### config.mk
export PLATFORM = sky130hd
export DESIGN_NAME = jzjpcc_mmio_uart_tx
export DESIGN_NICKNAME = d
export VERILOG_FILES = /design/src/rtl/jzjpcc_uart_pkg.sv /design/src/rtl/jzjpcc_uart_tx_fifo.sv /design/src/rtl/jzjpcc_mmio_uart_tx.sv
export SDC_FILE = /design/constraint.sdc
export NUM_CORES = 1
export LEC_CHECK = 0
export CAP_MARGIN = 20
export CORE_ASPECT_RATIO = 2
export CORE_MARGIN = 4
export CORE_UTILIZATION = 35
export CTS_BUF_LIST = sky130_fd_sc_hd__clkbuf_4 sky130_fd_sc_hd__clkbuf_8
export CTS_CLUSTER_DIAMETER = 200
export CTS_CLUSTER_SIZE = 40
export DETAILED_ROUTE_END_ITERATION = 7
export PLACE_DENSITY = 0.64
export SLEW_MARGIN = 20
export SYNTH_ARGS = -nofsm -noshare
export SYNTH_HDL_FRONTEND = slang
export SYNTH_SLANG_ARGS = --single-unit
### constraint.sdc
create_clock -name clock -period 3.9 [get_ports clock]
set_input_delay 0.975 -clock clock [delete_from_list [all_inputs] [get_ports clock]]
set_output_delay 0.975 -clock clock [all_outputs]
set_load 0.02 [all_outputs]
### src/rtl/jzjpcc_uart_pkg.sv
// Shared types and MMIO bit positions for the memory-mapped UART transmitter.
// ST_PARITY only exists when JZJPCC_UART_TX_PARITY_EN is defined.
package jzjpcc_uart_pkg;

    typedef enum logic [2:0] {
        ST_IDLE   = 3'd0,
        ST_START  = 3'd1,
        ST_DATA   = 3'd2,
`ifdef JZJPCC_UART_TX_PARITY_EN
        ST_PARITY = 3'd3,
`endif
        ST_STOP   = 3'd4
    } tx_state_t;

    localparam int CMD_DATA_LSB  = 0;
    localparam int CMD_TOGGLE    = 8;
    localparam int CMD_OVF_CLR   = 9;

    localparam int STS_FULL      = 0;
    localparam int STS_EMPTY     = 1;
    localparam int STS_BUSY      = 2;
    localparam int STS_ACK       = 3;
    localparam int STS_OVF       = 4;
    localparam int STS_COUNT_LSB = 8;

    function automatic logic even_parity(input logic [7:0] b);
        return ^b;
    endfunction

endpackage

### src/rtl/jzjpcc_uart_tx_fifo.sv
// Circular byte FIFO, 2^DEPTH_LOG2 entries; pop_dat shows the head combinationally.
// A push while full is accepted only if a pop happens on the same edge.
module jzjpcc_uart_tx_fifo #(
    parameter int DEPTH_LOG2 = 4
) (
    input  logic                  clock,
    input  logic                  reset,
    input  logic                  push,
    input  logic [7:0]            push_dat,
    input  logic                  pop,
    output logic [7:0]            pop_dat,
    output logic                  full,
    output logic                  empty,
    output logic [DEPTH_LOG2:0]   count
);
    localparam int DEPTH = 1 << DEPTH_LOG2;
    localparam logic [DEPTH_LOG2:0] DEPTH_CNT = {1'b1, {DEPTH_LOG2{1'b0}}};

    logic [7:0]            mem_q [DEPTH];
    logic [7:0]            mem_d [DEPTH];
    logic [DEPTH_LOG2-1:0] wr_ptr_q, wr_ptr_d;
    logic [DEPTH_LOG2-1:0] rd_ptr_q, rd_ptr_d;
    logic [DEPTH_LOG2:0]   count_q, count_d;
    logic                  do_push, do_pop;

    assign full    = (count_q == DEPTH_CNT);
    assign empty   = (count_q == '0);
    assign count   = count_q;
    assign pop_dat = mem_q[rd_ptr_q];

    always_comb begin
        do_pop   = pop && !empty;
        do_push  = push && (!full || do_pop);
        mem_d    = mem_q;
        wr_ptr_d = wr_ptr_q;
        rd_ptr_d = rd_ptr_q;
        count_d  = count_q;
        if (do_push) begin
            mem_d[wr_ptr_q] = push_dat;
            wr_ptr_d        = wr_ptr_q + 1'b1;
        end
        if (do_pop) begin
            rd_ptr_d = rd_ptr_q + 1'b1;
        end
        case ({do_push, do_pop})
            2'b10:   count_d = count_q + 1'b1;
            2'b01:   count_d = count_q - 1'b1;
            default: count_d = count_q;
        endcase
    end

    // Storage needs no reset: pointers and count define what is valid.
    always_ff @(posedge clock) begin
        mem_q <= mem_d;
    end

    always_ff @(posedge clock or posedge reset) begin
        if (reset) begin
            wr_ptr_q <= '0;
            rd_ptr_q <= '0;
            count_q  <= '0;
        end else begin
            wr_ptr_q <= wr_ptr_d;
            rd_ptr_q <= rd_ptr_d;
            count_q  <= count_d;
        end
    end

endmodule

### src/rtl/jzjpcc_mmio_uart_tx.sv
// MMIO UART transmitter: toggle-handshake byte writes into a FIFO, 8N1 serialiser
// (8E1 when JZJPCC_UART_TX_PARITY_EN is defined). txd is registered and idles high.
module jzjpcc_mmio_uart_tx
    import jzjpcc_uart_pkg::*;
#(
    parameter int CLOCKS_PER_BIT  = 434,
    parameter int FIFO_DEPTH_LOG2 = 4
) (
    input  logic        clock,
    input  logic        reset,
    input  logic [31:0] txCommand,
    output logic [31:0] txStatus,
    output logic        txd
);
    localparam logic [15:0] BAUD_RELOAD = 16'(CLOCKS_PER_BIT - 1);

    tx_state_t                state_q, state_d;
    logic [15:0]              baud_q, baud_d;
    logic [2:0]               bit_idx_q, bit_idx_d;
    logic [7:0]               shift_q, shift_d;
    logic                     txd_q, txd_d;
    logic                     prev_toggle_q, prev_toggle_d;
    logic                     overflow_q, overflow_d;
    logic                     req_seen, baud_done;
    logic                     fifo_pop, fifo_full, fifo_empty;
    logic [7:0]               fifo_dat;
    logic [FIFO_DEPTH_LOG2:0] fifo_count;
    logic                     cmd_unused;

    assign cmd_unused = ^txCommand[31:10];

    jzjpcc_uart_tx_fifo #(.DEPTH_LOG2(FIFO_DEPTH_LOG2)) u_fifo (
        .clock    (clock),
        .reset    (reset),
        .push     (req_seen),
        .push_dat (txCommand[CMD_DATA_LSB +: 8]),
        .pop      (fifo_pop),
        .pop_dat  (fifo_dat),
        .full     (fifo_full),
        .empty    (fifo_empty),
        .count    (fifo_count)
    );

    always_comb begin
        req_seen      = (txCommand[CMD_TOGGLE] != prev_toggle_q);
        prev_toggle_d = txCommand[CMD_TOGGLE];
        overflow_d    = overflow_q;
        if (txCommand[CMD_OVF_CLR]) overflow_d = 1'b0;
        // A drop on the same edge as a clear must stay visible.
        if (req_seen && fifo_full && !fifo_pop) overflow_d = 1'b1;
    end

    always_comb begin
        state_d   = state_q;
        baud_d    = baud_q;
        bit_idx_d = bit_idx_q;
        shift_d   = shift_q;
        fifo_pop  = 1'b0;
        baud_done = (baud_q == 16'd0);
        if (state_q != ST_IDLE && !baud_done) baud_d = baud_q - 16'd1;
        case (state_q)
            ST_IDLE: begin
                if (!fifo_empty) begin
                    fifo_pop = 1'b1;
                    shift_d  = fifo_dat;
                    baud_d   = BAUD_RELOAD;
                    state_d  = ST_START;
                end
            end
            ST_START: begin
                if (baud_done) begin
                    baud_d    = BAUD_RELOAD;
                    bit_idx_d = 3'd0;
                    state_d   = ST_DATA;
                end
            end
            ST_DATA: begin
                if (baud_done) begin
                    baud_d = BAUD_RELOAD;
                    if (bit_idx_q == 3'd7) begin
`ifdef JZJPCC_UART_TX_PARITY_EN
                        state_d = ST_PARITY;
`else
                        state_d = ST_STOP;
`endif
                    end else begin
                        bit_idx_d = bit_idx_q + 3'd1;
                    end
                end
            end
`ifdef JZJPCC_UART_TX_PARITY_EN
            ST_PARITY: begin
                if (baud_done) begin
                    baud_d  = BAUD_RELOAD;
                    state_d = ST_STOP;
                end
            end
`endif
            ST_STOP: begin
                if (baud_done) state_d = ST_IDLE;
            end
            default: state_d = ST_IDLE;
        endcase
    end

    // txd is decoded from the next state so the line moves on the same edge as the FSM.
    always_comb begin
        case (state_d)
            ST_START:  txd_d = 1'b0;
            ST_DATA:   txd_d = shift_d[bit_idx_d];
`ifdef JZJPCC_UART_TX_PARITY_EN
            ST_PARITY: txd_d = even_parity(shift_d);
`endif
            default:   txd_d = 1'b1;
        endcase
    end

    always_ff @(posedge clock or posedge reset) begin
        if (reset) begin
            state_q       <= ST_IDLE;
            baud_q        <= 16'd0;
            bit_idx_q     <= 3'd0;
            shift_q       <= 8'd0;
            txd_q         <= 1'b1;
            prev_toggle_q <= 1'b0;
            overflow_q    <= 1'b0;
        end else begin
            state_q       <= state_d;
            baud_q        <= baud_d;
            bit_idx_q     <= bit_idx_d;
            shift_q       <= shift_d;
            txd_q         <= txd_d;
            prev_toggle_q <= prev_toggle_d;
            overflow_q    <= overflow_d;
        end
    end

    assign txd = txd_q;

    always_comb begin
        txStatus                        = 32'd0;
        txStatus[STS_FULL]              = fifo_full;
        txStatus[STS_EMPTY]             = fifo_empty;
        txStatus[STS_BUSY]              = (state_q != ST_IDLE);
        txStatus[STS_ACK]               = prev_toggle_q;
        txStatus[STS_OVF]               = overflow_q;
        txStatus[STS_COUNT_LSB +: 8]    = 8'(fifo_count);
    end

endmodule

==> impl_metrics.ini, run 1 <==
[clock_tree]
post_cts_buffers = 0
cts_max_path_buffers = 2
numCtsBuffers = 17
clk_latency_ns = 0.47
clock_sinks = 174
htreeDepth = 4
cts_hold_buf = 0
clk_pin_slew_worst_paths_ns = 0.09
cts_tree = built
cts-root-buf = clkbuf_8
cts_resized = 0

[finish]
drive_gt1_share_pct = 18.86
layoutNonFillerInstCount = 851
nNetsFinal = 611
fin_area_um2 = 8647
postLayoutCoreUtil_pct = 39.88
area_growth_pct = 11.88
diodes = 0

[synthesis]
yosys.area.top_type = edfxtp_1
synth_top_area_share_pct = 49.73
yosysMostFrequentCell = edfxtp_1
synth-seq-cells = 174
synth_commonest_cells = edfxtp_1, dfrtp_1, nor2_1, buf_4, mux4_2
syn-instance-count = 530
yosysWarnings = 0
synthTopCellsByArea = edfxtp_1, dfrtp_1, mux4_2
avgSynthCellArea_um2 = 14.58
synth-edff-count = 128
ys_seq_area_share_pct = 64.64
synthArstFlopShare_pct = 26.44
syn_area_um2 = 7729
synth_cell_type_count = 60
synth_ff_type = edfxtp_1

[detailed_routing]
vias = 4414
wl_mm = 16.36
route.detailed.drc = 0
ant_nets = 0
drtIter0Drc = 323
vias_per_cell = 5.187
drtPass1Iterations = 5
wire_per_inst_um = 19.23

[setup_path]
critPathRequiredTime_ns = 2.92
start_kind = register
end_kind = output port
worst_ep_arrival_time_ns = 2.56
path_cells = or4_1 > nor2_1 > clkdlybuf4s50_1
cp_max_fo = 10
cpMaxStageDelayCell = or4_1
critPathMaxStageDelay_ns = 0.72
path_class = register to output port

[global_route]
grt_util_met2_pct = 27.83
grt_usage_pct = 14.01
grt_max_degree = 47
gr-usage-met1_pct = 12.94
grt_pass1_wl_mm = 25.86
grt_pass1_vias = 4728
grt_overflow = 0
top_usage_layer = met2
grt_util_met3_pct = 2.799
antenna_found_initial = 0

[die]
rows = 76
chipHeight_um = 218.2
ios = 67
dieWidth_um = 113.1
die_area_um2 = 24670
initial_core_util_pct = 35.65
core-area_um2 = 21680

[place]
dp_hpwl_mm = 12.09
io_buffer_count = 22
place_inst = 819
dpl_cell_area_um2 = 8258
gp_congestion = 0.8404

[sta]
slew_viol_final = 0
timing.slew.headroom_pct = 31.63
fmax_mhz = 283.1
setup_viol = 0
fin_crit_ns = 3.533
worst_pin_slew_ns = 1.026
setup_tns_ns = 0
skew_ns = 0.01508
final_hold_viol_count = 0
timing.final.crit_share_pct = 90.58
rsz0062_at_grt = no
finalHoldWorstSlack_ns = 0.4955

[flow_run]
maxCapViolations = 0

[power_and_ir_drop]
cellLeakagePower_nw = 3.002
ir_worst_vdd_uv = 201.0
powerDensity_nw_per_um2 = 480.0

[status]
status = finished, final reports clean

[hold_path]
min_path_type = register to register
==> metal layers <==
metal	share of wire [%]	up-vias
met5	0	-
met4	3.6	0
met3	3.0	33
met2	61	92
met1	33	2267
li1	-	2022
==> through the flow <==
step / worst slack [ns] / power, mW
2_1_floorplan: 0.4939 / 2.713
3_3_place_gp: 0.3414 / 2.944
3_5_place_dp: 0.3329 / 2.981
4_1_cts: 0.3214 / 4.199
5_1_grt: 0.2329 / 4.333
6_report: 0.3674 / 4.151
==> cell usage in the layout (no fill, tap or decap), types with 5 or more instances in the layout <==
cell | synthesis | routed
a21oi_1 | 19 | 19
and2_1 | 7 | 7
and3_1 | 5 | 5
buf_4 | 29 | 23
clkbuf_8 | 0 | 17
clkdlybuf4s50_1 | 0 | 22
conb_1 | 1 | 22
dfrtp_1 | 45 | 45
edfxtp_1 | 128 | 128
ha_1 | 12 | 12
inv_1 | 19 | 18
inv_6 | 0 | 6
mux2_2 | 7 | 7
mux2i_1 | 17 | 17
mux4_2 | 27 | 27
nand2_1 | 24 | 24
nand3_1 | 5 | 5
nor2_1 | 33 | 33
nor3_1 | 11 | 11
nor4_1 | 10 | 6
o21ai_0 | 15 | 15
or3_1 | 5 | 5
xnor2_1 | 15 | 15
xor2_1 | 8 | 8
==> final timing paths <==
check | cells after the start | to | slack [ns] | from
max in group asynchronous | 2 | shift_q[3] | 2.40 | reset
worst max-delay path | 3 | txStatus[0] | 0.37 | u_fifo.count[1]
worst max register to register | 13 | u_fifo.count[4] | 0.60 | u_fifo.count[1]
min in group asynchronous | 2 | u_fifo.count[3] | 0.97 | reset
worst min-delay path | 2 | shift_q[0] | 0.50 | shift_q[0]
worst min register to register | 2 | shift_q[0] | 0.50 | shift_q[0]
==> worst max-delay path: cells and delay by family, from the launching register on <==
family	cells	cell delay, ns
simple gates	2	0.96
buf+inv	1	0.64
flops	1	0.49
==> layout make-up <==
cell class	instances	area, um2
tap	273	341.6
multi-input combinational	307	2452
timing repair buffer	45	392.9
inverter	20	76.32
fill	1990	13030
sequential	174	4996
clock buffer	17	234.0
clock inverter	15	153.9
==> power breakdown <==
group / switching, mW / internal [mW] / leakage (nW)
combinational: 0.377 / 0.242 / 1.08
sequential: 0.132 / 2.18 / 1.73
clock: 0.693 / 0.527 / 0.192
total: 1.20 / 2.95 / 3.00
==> state kept, by name, summed over array words and instances, names as in the netlist <==
register and flops:
baud_q 16, bit_idx_q 3, overflow_q 1, prev_toggle_q 1, shift_q 8, state_q 3
txd 1, u_fifo.count 5, u_fifo.mem_q 128, u_fifo.rd_ptr_q 4, u_fifo.wr_ptr_q 4
==> logic make-up after synthesis <==
family | count (synthesis) | synth area share (%)
muxes | 51 | 11.09
and+or+nand+nor | 130 | 8.774
adders and majority gates | 12 | 1.943
xor gates and xnor gates | 23 | 2.607
other | 1 | 0.04852
AOI/OAI and AO/OA | 69 | 5.925
buffers and inverters | 70 | 4.970
DFF | 174 | 64.64
No activity file was read; power rests on OpenSTA's default activity.
==> run 2: changes to the inputs <==
Settings changed: DONT_BUFFER_PORTS set to 1, PLACE_DENSITY 0.64 to 0.6, RECOVER_POWER set to 50.
==> run 2 against run 1 <==
Against the previous run:
- cell area decreased by 1.4%
- the flow now finishes with violations (max-capacitance violations, max-slew violations)
- cell count decreased by 2.5%
- maximum frequency down 1.1%
- sequential power about the same
- combinational power fell by 16%
- critical endpoint is now u_fifo.count[4]
==> impl_metrics.ini, run 2 (synthesis gave the netlist of run 1 again) <==
[detailed_routing]
wire_per_inst_um = 20.19
vias = 4295
drtIter0Drc = 355
wl_mm = 16.75
wl_met3_um = 666
route.detailed.drc = 0
route.met2.wl_mm = 9.771
top_layer = met4
m1WireLength_mm = 5.761
vias_per_cell = 5.175
ant_nets = 0
drtPass1Iterations = 6

[clock_tree]
clock_sinks = 174
cts-root-buf = clkbuf_8
cts_hold_buf = 0
htreeDepth = 4
clk_latency_ns = 0.47
cts_tree = built
clk_pin_slew_worst_paths_ns = 0.10
cts_resized = 0
post_cts_buffers = 0
numCtsBuffers = 17
cts_max_path_buffers = 2

[die]
die_area_um2 = 24670
core-area_um2 = 21680
dieWidth_um = 113.1
chipHeight_um = 218.2
rows = 76
ios = 67
initial_core_util_pct = 35.65

[setup_path]
rr_startpoint = u_fifo.count[0]
cp_max_fo = 9
path_class = register to register
timing.rr.end = u_fifo.count[4]
worstRegToRegCells = 13
start_kind = register
critPathRequiredTime_ns = 4.25
worst_ep_arrival_time_ns = 3.92
end_kind = register
reg2reg_slack_ns = 0.33

[finish]
drive_gt1_share_pct = 19.75
largest_register_ffs = 128
final_common_cell = edfxtp_1
nNetsFinal = 590
layout_common_cells = edfxtp_1, dfrtp_1, nor2_1
top_regs = u_fifo.mem_q: 128 flops, baud_q: 16 flops, shift_q: 8 flops
area_growth_pct = 10.30
diodes = 0
top_register = u_fifo.mem_q

[sta]
setup_viol = 0
timing.slew.headroom_pct = -39.07
rsz0062_at_grt = no
fin_crit_ns = 3.571
final_hold_viol_count = 0
timing.final.crit_share_pct = 91.58
skew_ns = 0.02215
slew_viol_final = 47
fmax_mhz = 280.0
worst_pin_slew_ns = 2.075
finalHoldWorstSlack_ns = 0.4964
setup_tns_ns = 0

[power_and_ir_drop]
total_power_mw = 4.241
cellLeakagePower_nw = 2.962
powerDensity_nw_per_um2 = 497.5
ir_worst_vdd_uv = 189.2

[place]
dp_hpwl_mm = 11.66
gp_congestion = 0.8195
io_buffer_count = 0

[global_route]
antenna_found_initial = 0
grt_pass1_vias = 4632
grt_usage_pct = 14.14
grt_pass1_wl_mm = 25.92
grt_max_degree = 47
grt_overflow = 0

[status]
status = finished, violations left
violations = max-capacitance violations, max-slew violations

[hold_path]
min_to = shift_q[0]
min_path_cells = 2
min_path_type = register to register
hp-start = shift_q[0]

[flow_run]
maxCapViolations = 1
## run 2: worst max-delay path by stage
stage                                from               to  depth (start not counted)
after CTS                 u_fifo.count[0]  u_fifo.count[4]                         13
final                     u_fifo.count[0]  u_fifo.count[4]                         13
after floorplan                state_q[2]  u_fifo.count[4]                         15
after detailed placement  u_fifo.count[0]  u_fifo.count[4]                         13
after global placement    u_fifo.count[0]  u_fifo.count[4]                         13
after global routing      u_fifo.count[0]  u_fifo.count[4]                         13
## run 2: final cells by class
type                    instances  area [um2]
clock buffers                  17       234.0
clock inverters                15       220.2
fillers                      1999       13160
inverters                      20       76.32
multi-input cells             307        2449
flip-flops and latches        174        4996
well taps                     273       341.6
repair buffers                 24       207.7
## run 2: report_power, final
group          switching (mW)  internal [mW]
Combinational           0.332          0.192
Clock                   0.717          0.670
Sequential              0.151           2.18
## run 2: worst max-delay path, cell delays in order (launching register included)
cell and delay (ns):
dfrtp_1 0.52, or4_1 0.75, nor2_1 0.19, a21oi_1 0.12, inv_1 0.27, ha_1 0.43, xor2_1 0.12, ha_1 0.23
o21ai_0 0.18, a21oi_1 0.09, a21oi_1 0.19, xor2_1 0.17, nor2_1 0.07, xnor2_1 0.13
## run 2: metal layers
layer	vias up	GRT usage, %
li1	1971	-
met1	2193	13.70
met2	103	27.41
met3	28	3.353
met4	0	6.538
met5	-	0
## run 2: per-stage QoR
stage / setup WS [ns] / util [%] / area [um2] / instances
finish: 0.3285 / 39.32 / 8524 / 830
global route: 0.1149 / 39.32 / 8524 / 830
CTS: 0.2795 / 39.13 / 8484 / 828
detailed placement: 0.3211 / 37.04 / 8030 / 796
global placement: 0.4518 / 37.04 / 8030 / 796
floorplan: 0.4939 / - / 7807 / 551
